## config.mk

```make
export PLATFORM = sky130hd
export DESIGN_NAME = pipe_hazard_ctrl
export DESIGN_NICKNAME = d
export VERILOG_FILES = /design/src/rtl/pipe_hazard_ctrl_pkg.sv /design/src/rtl/pipe_hazard_ctrl_sat_counter.sv /design/src/rtl/pipe_hazard_ctrl.sv
export SDC_FILE = /design/constraint.sdc
export NUM_CORES = 1
export LEC_CHECK = 0
export CORE_ASPECT_RATIO = 0.8
export CORE_MARGIN = 5
export CORE_UTILIZATION = 45
export DETAILED_ROUTE_END_ITERATION = 7
export PLACE_DENSITY = 0.78
export SYNTH_ARGS = -nofsm -noshare
export SYNTH_HDL_FRONTEND = slang
export SYNTH_SLANG_ARGS = --single-unit
```

## constraint.sdc

```tcl
create_clock -name i_clk -period 2.63 [get_ports i_clk]
set_input_delay 0.263 -clock i_clk [delete_from_list [all_inputs] [get_ports i_clk]]
set_output_delay 0.263 -clock i_clk [all_outputs]
set_load 0.02 [all_outputs]
```

## src/rtl/pipe_hazard_ctrl_pkg.sv

```systemverilog
// Shared types and constants for the pipeline sequencing controller.
package pipe_hazard_ctrl_pkg;

    localparam int DEF_REG_W = 3;
    localparam int DEF_CNT_W = 16;

    typedef enum logic [1:0] {
        ST_RUN   = 2'd0,
        ST_DRAIN = 2'd1,
        ST_HALT  = 2'd2
    } state_t;

    // Per-stage register controls, bundled so each decision is one assignment.
    typedef struct packed {
        logic pc_en;
        logic ifid_en;
        logic ifid_flush;
        logic idex_en;
        logic idex_flush;
        logic exmem_en;
        logic memwb_en;
    } pipe_ctl_t;

    // Build a control word: every enable set to en, both flushes set to fl.
    function automatic pipe_ctl_t ctl_uniform(input logic en, input logic fl);
        pipe_ctl_t c;
        c.pc_en      = en;
        c.ifid_en    = en;
        c.ifid_flush = fl;
        c.idex_en    = en;
        c.idex_flush = fl;
        c.exmem_en   = en;
        c.memwb_en   = en;
        return c;
    endfunction

endpackage

```

## src/rtl/pipe_hazard_ctrl_sat_counter.sv

```systemverilog
// Saturating up-counter with synchronous clear; sticks at all-ones.
module sat_counter #(
    parameter int W = 16
) (
    input  logic         i_clk,
    input  logic         i_rst,
    input  logic         i_inc,
    output logic [W-1:0] o_count
);

    logic [W-1:0] r_count;

    // Count up on i_inc until all-ones, then hold.
    always_ff @(posedge i_clk) begin
        if (i_rst) begin
            r_count <= '0;
        end else if (i_inc && (r_count != {W{1'b1}})) begin
            r_count <= r_count + 1'b1;
        end
    end

    assign o_count = r_count;

endmodule

```

## src/rtl/pipe_hazard_ctrl.sv

```systemverilog
// Pipeline sequencing controller: stage enables/flushes for the 5-stage core,
// load-use bubbles, redirect flushes, memory stalls and halt drain.
module pipe_hazard_ctrl
    import pipe_hazard_ctrl_pkg::*;
#(
    parameter int CNT_W = DEF_CNT_W,
    parameter int REG_W = DEF_REG_W
) (
    input  logic             i_clk,
    input  logic             i_rst,
    input  logic [REG_W-1:0] i_id_rs,
    input  logic [REG_W-1:0] i_id_rt,
    input  logic             i_id_rs_used,
    input  logic             i_id_rt_used,
    input  logic [REG_W-1:0] i_idex_dst,
    input  logic             i_idex_regwrite,
    input  logic             i_idex_memen,
    input  logic             i_idex_memwr,
    input  logic             i_ex_redirect,
    input  logic             i_mem_dump,
    input  logic             i_imem_stall,
    input  logic             i_dmem_stall,
    output logic             o_pc_en,
    output logic             o_ifid_en,
    output logic             o_ifid_flush,
    output logic             o_idex_en,
    output logic             o_idex_flush,
    output logic             o_exmem_en,
    output logic             o_memwb_en,
    output logic             o_halted,
    output logic [CNT_W-1:0] o_stall_cnt,
    output logic [CNT_W-1:0] o_flush_cnt
);

    state_t    r_state;
    state_t    w_state_nxt;
    pipe_ctl_t w_ctl;
    logic      w_halted;
    logic      w_load_use;
    logic      w_stall_inc;
    logic      w_flush_inc;

    // A load in EX whose destination feeds a source the decode stage actually reads.
    // r0 is deliberately not excluded: a match on it still bubbles.
    assign w_load_use = i_idex_memen & ~i_idex_memwr & i_idex_regwrite &
                        ((i_id_rs_used & (i_id_rs == i_idex_dst)) |
                         (i_id_rt_used & (i_id_rt == i_idex_dst)));

    // State register; reset always lands back in RUN.
    always_ff @(posedge i_clk) begin
        if (i_rst) begin
            r_state <= ST_RUN;
        end else begin
            r_state <= w_state_nxt;
        end
    end

    // Next-state and per-stage controls, highest-priority condition first.
    always_comb begin
        w_state_nxt = r_state;
        w_ctl       = ctl_uniform(1'b0, 1'b0);
        w_halted    = 1'b0;
        w_flush_inc = 1'b0;
        if (i_rst) begin
            // Hold everything and clear the stage registers while in reset.
            w_ctl       = ctl_uniform(1'b0, 1'b1);
            w_state_nxt = ST_RUN;
        end else begin
            unique case (r_state)
                ST_RUN: begin
                    if (i_dmem_stall) begin
                        // Whole pipe frozen; everything else re-evaluated later.
                        w_ctl = ctl_uniform(1'b0, 1'b0);
                    end else if (i_mem_dump) begin
                        // Let the dump instruction and older ones move on, freeze the front.
                        w_ctl.exmem_en = 1'b1;
                        w_ctl.memwb_en = 1'b1;
                        w_state_nxt    = ST_DRAIN;
                    end else if (i_ex_redirect) begin
                        // Wrong-path instructions in IF/ID and ID/EX are squashed.
                        w_ctl       = ctl_uniform(1'b1, 1'b1);
                        w_flush_inc = 1'b1;
                    end else if (w_load_use) begin
                        // Hold PC and IF/ID, inject one bubble into ID/EX.
                        w_ctl            = ctl_uniform(1'b1, 1'b0);
                        w_ctl.pc_en      = 1'b0;
                        w_ctl.ifid_en    = 1'b0;
                        w_ctl.idex_flush = 1'b1;
                    end else if (i_imem_stall) begin
                        // No fetch this cycle: feed a bubble into IF/ID, let the rest drain.
                        w_ctl            = ctl_uniform(1'b1, 1'b0);
                        w_ctl.pc_en      = 1'b0;
                        w_ctl.ifid_flush = 1'b1;
                    end else begin
                        w_ctl = ctl_uniform(1'b1, 1'b0);
                    end
                end
                ST_DRAIN: begin
                    // Final writeback of the dump instruction, then stop.
                    if (!i_dmem_stall) begin
                        w_ctl.memwb_en = 1'b1;
                        w_state_nxt    = ST_HALT;
                    end
                end
                ST_HALT: begin
                    w_halted = 1'b1;
                end
                default: begin
                    w_state_nxt = ST_RUN;
                end
            endcase
        end
    end

    // Only RUN-state stalls are counted; DRAIN/HALT idling is not a stall.
    assign w_stall_inc = ~i_rst & (r_state == ST_RUN) & ~w_ctl.pc_en;

    sat_counter #(.W(CNT_W)) u_stall_cnt (
        .i_clk   (i_clk),
        .i_rst   (i_rst),
        .i_inc   (w_stall_inc),
        .o_count (o_stall_cnt)
    );

    sat_counter #(.W(CNT_W)) u_flush_cnt (
        .i_clk   (i_clk),
        .i_rst   (i_rst),
        .i_inc   (w_flush_inc),
        .o_count (o_flush_cnt)
    );

    assign o_pc_en      = w_ctl.pc_en;
    assign o_ifid_en    = w_ctl.ifid_en;
    assign o_ifid_flush = w_ctl.ifid_flush;
    assign o_idex_en    = w_ctl.idex_en;
    assign o_idex_flush = w_ctl.idex_flush;
    assign o_exmem_en   = w_ctl.exmem_en;
    assign o_memwb_en   = w_ctl.memwb_en;
    assign o_halted     = w_halted;

endmodule

```

==> impl_metrics.tcl, run 1 <==
set metrics [dict create \
    p_int_mw 0.7742 \
    maxCapViolCount 0 \
    cts_hold_buf 0 \
    fin_util_pct 63.51 \
    ctsResizeCount 0 \
    critPathRequiredTime_ns 2.37 \
    synthAdderAreaFrac_pct 1.319 \
    switching_power_mw 0.2505 \
    finalCritPeriodShare_pct 94.37 \
    timing.rr.end "u_stall_cnt.o_count[15]" \
    synthesis.area_um2 1897 \
    finalHoldViolations 0 \
    hold_path_class "reg -> reg" \
    maxSlewHeadroom_pct 74.54 \
    core-area_um2 4125 \
    postCtsSetupBuffers 0 \
    max_freq_mhz 402.9 \
    synthMuxAreaShare_pct 2.177 \
    pwr-share-clk_pct 34.6 \
    fin_nets 306 \
    vdd_drop_max_v 0.0001649 \
    grt_pass1_vias 1800 \
    p_total_mw 1.025 \
    worstHoldEndpoint "u_stall_cnt.o_count[5]" \
    path_clk_slew_ns 0.06 \
    synth_compound_area_share_pct 21.77 \
    sw_frac_of_total_pct 24.45 \
    finalClockSkew_ns 0.005101 \
    synth-seq-area-share_pct 35.88 \
    syn_nets 244 \
    viasPerCell 5.713 \
    cp.arrival_ns 2.22 \
    antenna_found_initial 0 \
    fin_tns_setup_ns 0 \
    end_kind "primary output" \
    worst_skew_pair.late_latency_ns 0.28 \
    avgSynthCellArea_um2 8.544 \
    wirelength_um 4782 \
    r2r-start "r_state[0]" \
    rsz0062_at_grt "no" \
    hp-start "u_stall_cnt.o_count[5]" \
    yosysUniqueCellTypes 43 \
    ctsRootBufferMaster "clkbuf_8" \
    drcViolationCount 0 \
    ys_warn_count 0 \
    first_pass_iters 4 \
    combPwrFrac_pct 14.1 \
    core.rowCount 21 \
    place_congestion 0.9027 \
    tightestPinTransition_ns 0.3772 \
    min_path_cells 2 \
    die_w_um 82.59 \
    syn2layout_area_growth_pct 38.13 \
    vias 1948 \
    setup_viol_count_final 0 \
    dpl.hpwl_um 3607 \
    leakagePower_nw 0.8924 \
    grt_usage_pct 18.14 \
    pwr-share-seq_pct 51.4 \
    cts-buffers-inserted 5 \
    drive_gt1_share_pct 7.042 \
    grt_pass1_wl_um 8079 \
    cp_max_fo 5 \
    worstSetupPathType "in -> out" \
    final-max-slew-violation-count 0 \
    die_h_um 68.07 \
    synth-simple-area-share_pct 28.23 \
    cts.sinks 34 \
    die_area_um2 5622 \
    port_buffers 59 \
    ios 60 \
    synth_top_family_by_area "simple AND/OR/NAND/NOR gates" \
    cts_tree "built" \
    powerDensity_nw_per_um2 391.1 \
    status "completed" \
    ys_ff_latch 34 \
    avgRoutedWirePerCell_um 14.02 \
    netlist_top_cells_area "dfxtp_1 (36%), a21oi_1 (5.5%), o31ai_1 (4.0%)" \
    fill_cells 378 \
    async_flop_share_pct 0 \
    min_period_ns 2.482 \
    first_iter_violations 155 \
    ff2ff_setup_slack_ns 0.53 \
    synth_xor_area_share_pct 5.079 \
    overflow 0 \
    synth_edf_count 0 \
    clock_path_buffers 2 \
    diodes 0 \
    cp-start-kind "input port" \
    regArea_um2 680.7 \
    htreeDepth 2 \
    yosysTopAreaCellShare_pct 35.88 \
    synthCells 222 \
    yosys.area.top_type "dfxtp_1" \
    ys.flop_type "dfxtp_1" \
    postRouteAntennaNets 0 \
    multi_input_area_um2 1111 \
    ff2ff_path_depth 6 \
    grt_max_degree 21 \
    initial_core_util_pct 45.98 \
]
==> layout make-up <==
class	count	share of cell area [%]
Multi-Input combinational cell	169	42.41
Timing Repair Buffer	68	25.12
Sequential cell	34	25.98
Tap cell	57	2.722
Inverter	6	0.8596
Clock buffer	7	2.913
==> placed cells by master (no fill, tap or decap), drive strengths merged, types with 4 or more instances in the layout <==
| cell | instances |
|---|---|
| nand2 | 13 |
| a21oi | 21 |
| o21ai | 15 |
| nor2 | 9 |
| clkdlybuf4s50 | 59 |
| and3 | 8 |
| xnor2 | 7 |
| o31ai | 10 |
| nand3 | 10 |
| xor2 | 4 |
| nand4 | 10 |
| o211ai | 4 |
| o311ai | 4 |
| dfxtp | 34 |
| or4 | 11 |
| inv | 6 |
| or3 | 9 |
| nor3 | 4 |
| clkbuf | 7 |
| and4 | 4 |
| buf | 9 |
==> worst max path at each step <==
stage | endpoint | cells after the start | from
finish | o_ifid_en | 5 | i_rst
global route | o_idex_flush | 7 | i_idex_dst[1]
CTS | o_ifid_en | 5 | i_rst
detailed placement | o_ifid_en | 5 | i_rst
global placement | o_ifid_en | 5 | i_rst
floorplan | u_stall_cnt.o_count[15] | 6 | r_state[1]
==> cell usage after synthesis, drive strengths merged (2+ instances only) <==
library cell / n
o311ai: 4
nand2: 13
o31ai: 10
and4: 4
o41ai: 3
nor2: 9
buf: 7
nor4: 2
or4: 11
and3: 8
inv: 6
dfxtp: 34
xor2: 4
nand3: 10
or3: 9
ha: 2
mux2i: 3
nor3: 4
nand4: 10
o21ai: 15
nor3b: 2
and2: 3
xnor2: 7
a21oi: 21
o211ai: 4
clkbuf: 6
==> cell families (layout without fill, tap and decap cells) <==
logic type / after synthesis / in the layout
fa+ha+maj: 2 / 2
buf+inv: 19 / 81
compound gates: 63 / 63
simple gates: 89 / 89
flops: 34 / 34
mux: 4 / 4
xor+xnor: 11 / 11
==> critical path, cell delays in order <==
cell and delay, ns:
clkdlybuf4s50_1 0.45, or4_4 0.53, nor2_4 0.14, a21boi_0 0.19
clkdlybuf4s50_1 0.63
==> state kept, by name, summed over array words and instances, names as in the netlist <==
signal,cells
r_state,2
u_stall_cnt.o_count,16
u_flush_cnt.o_count,16
==> power by group through the flow <==
stage | Clock [mW] | Sequential [mW] | Combinational (mW)
after floorplan | 0 | 0.540 | 0.0704
after global placement | 0 | 0.538 | 0.142
after detailed placement | 0 | 0.538 | 0.144
after CTS | 0.366 | 0.526 | 0.145
after global routing | 0.386 | 0.527 | 0.157
final | 0.354 | 0.527 | 0.144
==> stage by stage <==
stage / hold slack, ns / instances / setup WS [ns] / area, um^2
6_report: 0.4951 / 341 / 0.1482 / 2620
5_1_grt: 0.5323 / 341 / 0.003033 / 2620
4_1_cts: 0.5005 / 341 / 0.1559 / 2620
3_5_place_dp: 0.4893 / 334 / 0.1673 / 2544
3_3_place_gp: 0.4747 / 334 / 0.1889 / 2544
2_1_floorplan: 0.4561 / 222 / 0.6772 / 1897
==> metal layers <==
metal / global-route usage, % / share of wire, %
met2: 28.10 / 43
met3: 6.053 / 7.9
met1: 23.82 / 48
met5: 0 / 0
met4: 5.714 / 1.4
Power figures use the tool's default switching activity.
==> run 2: changes to the inputs <==
--- a/config.mk
+++ b/config.mk
@@ -7,9 +7,10 @@
 export LEC_CHECK = 0
 export CORE_ASPECT_RATIO = 0.8
 export CORE_MARGIN = 5
-export CORE_UTILIZATION = 45
+export CORE_UTILIZATION = 42
 export DETAILED_ROUTE_END_ITERATION = 7
-export PLACE_DENSITY = 0.78
+export PLACE_DENSITY = 0.76
 export SYNTH_ARGS = -nofsm -noshare
 export SYNTH_HDL_FRONTEND = slang
 export SYNTH_SLANG_ARGS = --single-unit
+export TNS_END_PERCENT = 10
==> constraint.sdc (replaced) <==
create_clock -name i_clk -period 2.2 [get_ports i_clk]
set_input_delay 0.22 -clock i_clk [delete_from_list [all_inputs] [get_ports i_clk]]
set_output_delay 0.22 -clock i_clk [all_outputs]
set_load 0.02 [all_outputs]
==> impl_metrics.tcl, run 2 (synthesis results as in run 1) <==
set metrics [dict create \
    core-area_um2 4283 \
    max_stage_delay_ns 0.58 \
    vias 1986 \
    die_w_um 85.14 \
    crit_chain "or4_4 -> nor2_4 -> a21boi_0 -> dlygate4sd2_1" \
    critPathRequiredTime_ns 1.98 \
    final-max-slew-violation-count 0 \
    cts_tree "built" \
    final-instance-count-excl-fill 354 \
    ios 60 \
    drive_gt1_share_pct 13.47 \
    min_period_ns 2.134 \
    powerDensity_nw_per_um2 499.7 \
    dp_cells 346 \
    cp.arrival_ns 1.91 \
    first_pass_iters 4 \
    finalCritPeriodShare_pct 96.98 \
    core.rowCount 21 \
    layout_common_cells "clkdlybuf4s50_1 (53), dfxtp_1 (34), buf_4 (21)" \
    critPathSlowestCell "or4_4" \
    ff2ff_setup_slack_ns 0.14 \
    path_clk_slew_ns 0.07 \
    rsz0062_at_grt "no" \
    wirelength_um 5240 \
    grt_pass1_wl_um 8997 \
    worst_skew_pair.late_latency_ns 0.29 \
    antenna_found_initial 0 \
    multi_input_area_um2 1141 \
    overflow 0 \
    maxCapViolCount 0 \
    crit_family "simple AND/OR/NAND/NOR gates" \
    status "completed" \
    finalHoldViolations 0 \
    leakagePower_nw 1.011 \
    postRouteAntennaNets 0 \
    end_kind "primary output" \
    diodes 0 \
    ctsRootBufferMaster "clkbuf_8" \
    tightestPinTransition_ns 0.4056 \
    final_common_cell "clkdlybuf4s50_1" \
    grt_usage_pct 18.09 \
    finalClockSkew_ns 0.006974 \
    maxSlewHeadroom_pct 72.96 \
    avgRoutedWirePerCell_um 14.80 \
    cts_hold_buf 0 \
    grt_max_degree 29 \
    die_h_um 70.11 \
    cp_max_fo 6 \
    setup_viol_count_final 0 \
    postCtsSetupBuffers 0 \
    syn2layout_area_growth_pct 46.17 \
    initial_core_util_pct 44.29 \
    grt_pass1_vias 1956 \
    first_iter_violations 72 \
    clock_path_buffers 2 \
    cp-start-kind "flop" \
    port_buffers 59 \
    htreeDepth 2 \
    fin_nets 318 \
    cts.sinks 34 \
    viasPerCell 5.610 \
    fin_util_pct 64.74 \
    worst-path-buf-inv 1 \
    worstSetupPathType "reg -> out" \
    place_congestion 0.7478 \
    regArea_um2 680.7 \
    cts-buffers-inserted 5 \
    dpl.hpwl_um 3776 \
    drcViolationCount 0 \
    vdd_drop_max_v 0.0003869 \
    max_freq_mhz 468.7 \
    fill_cells 376 \
    hold_path_class "reg -> reg" \
    die_area_um2 5969 \
]
## run 2: worst min-delay path, stage by stage, from the launching register on
cell and delay (ns):
dfxtp_1 0.32, o21ai_0 0.07, a21oi_1 0.06
## run 2: cell type report
class                   instances  share of cell area [%]
multi-input cells             169                   41.16
clock inverters                 3                   1.444
repair buffers                 80                   26.99
inverters                       6                  0.8123
well taps                      57                   2.572
clock buffers                   5                   2.482
flip-flops and latches         34                   24.55
## run 2: power breakdown
group | internal, mW | switching, mW
logic | 0.0980 | 0.0943
registers | 0.621 | 0.00669
clock network | 0.333 | 0.232
## run 2: worst paths after layout
check        cells after the start                      end              startpoint
max reg2reg                      6  u_stall_cnt.o_count[13]              r_state[1]
max                              4                o_ifid_en              r_state[1]
min                              2   u_flush_cnt.o_count[9]  u_flush_cnt.o_count[9]
min reg2reg                      2   u_flush_cnt.o_count[9]  u_flush_cnt.o_count[9]
## run 2: stage by stage
step / cell area (um^2) / hold WS (ns) / total power [mW] / setup WS (ns) / setup TNS [ns]
2_1_floorplan: 1897 / 0.4131 / 0.7302 / 0.2472 / 0
5_1_grt: 2773 / 0.5272 / 1.445 / 0.006774 / 0
4_1_cts: 2741 / 0.5033 / 1.396 / -0.06982 / -0.06982
3_5_place_dp: 2634 / 0.4898 / 0.8322 / -0.1866 / -1.590
6_report: 2773 / 0.4976 / 1.385 / 0.06641 / 0
3_3_place_gp: 2634 / 0.4779 / 0.8290 / -0.1320 / -0.9673
## run 2: what timing repair did
| action | CTS | global route |
|---|---|---|
| pin swaps | 0 | 1 |
| hold endpoints to repair | 0 | 0 |
| gates cloned | 0 | 0 |
| endpoints found under the setup margin | 5 | 5 |
| gates resized for setup | 5 | 7 |
## run 2: metal layers
layer / global-route usage, % / wire, um / part of all wire [%] / vias to the layer above
met2: 29.57 / 2471 / 47 / 51
met4: 5.975 / 64 / 1.2 / 0
met1: 22.91 / 2435 / 46 / 925
met5: 0 / 0 / 0 / -
li1: - / - / - / 1002
met3: 4.935 / 268 / 5.1 / 8
==> run 3: changes to the inputs <==
--- a/config.mk
+++ b/config.mk
@@ -10,6 +10,7 @@
 export CORE_UTILIZATION = 42
 export DETAILED_ROUTE_END_ITERATION = 7
 export PLACE_DENSITY = 0.76
+export SLEW_MARGIN = 20
 export SYNTH_ARGS = -nofsm -noshare
 export SYNTH_HDL_FRONTEND = slang
 export SYNTH_SLANG_ARGS = --single-unit
==> results of run 3 <==
Same layout as run 2: the final DEF is identical, and so are final timing and power.
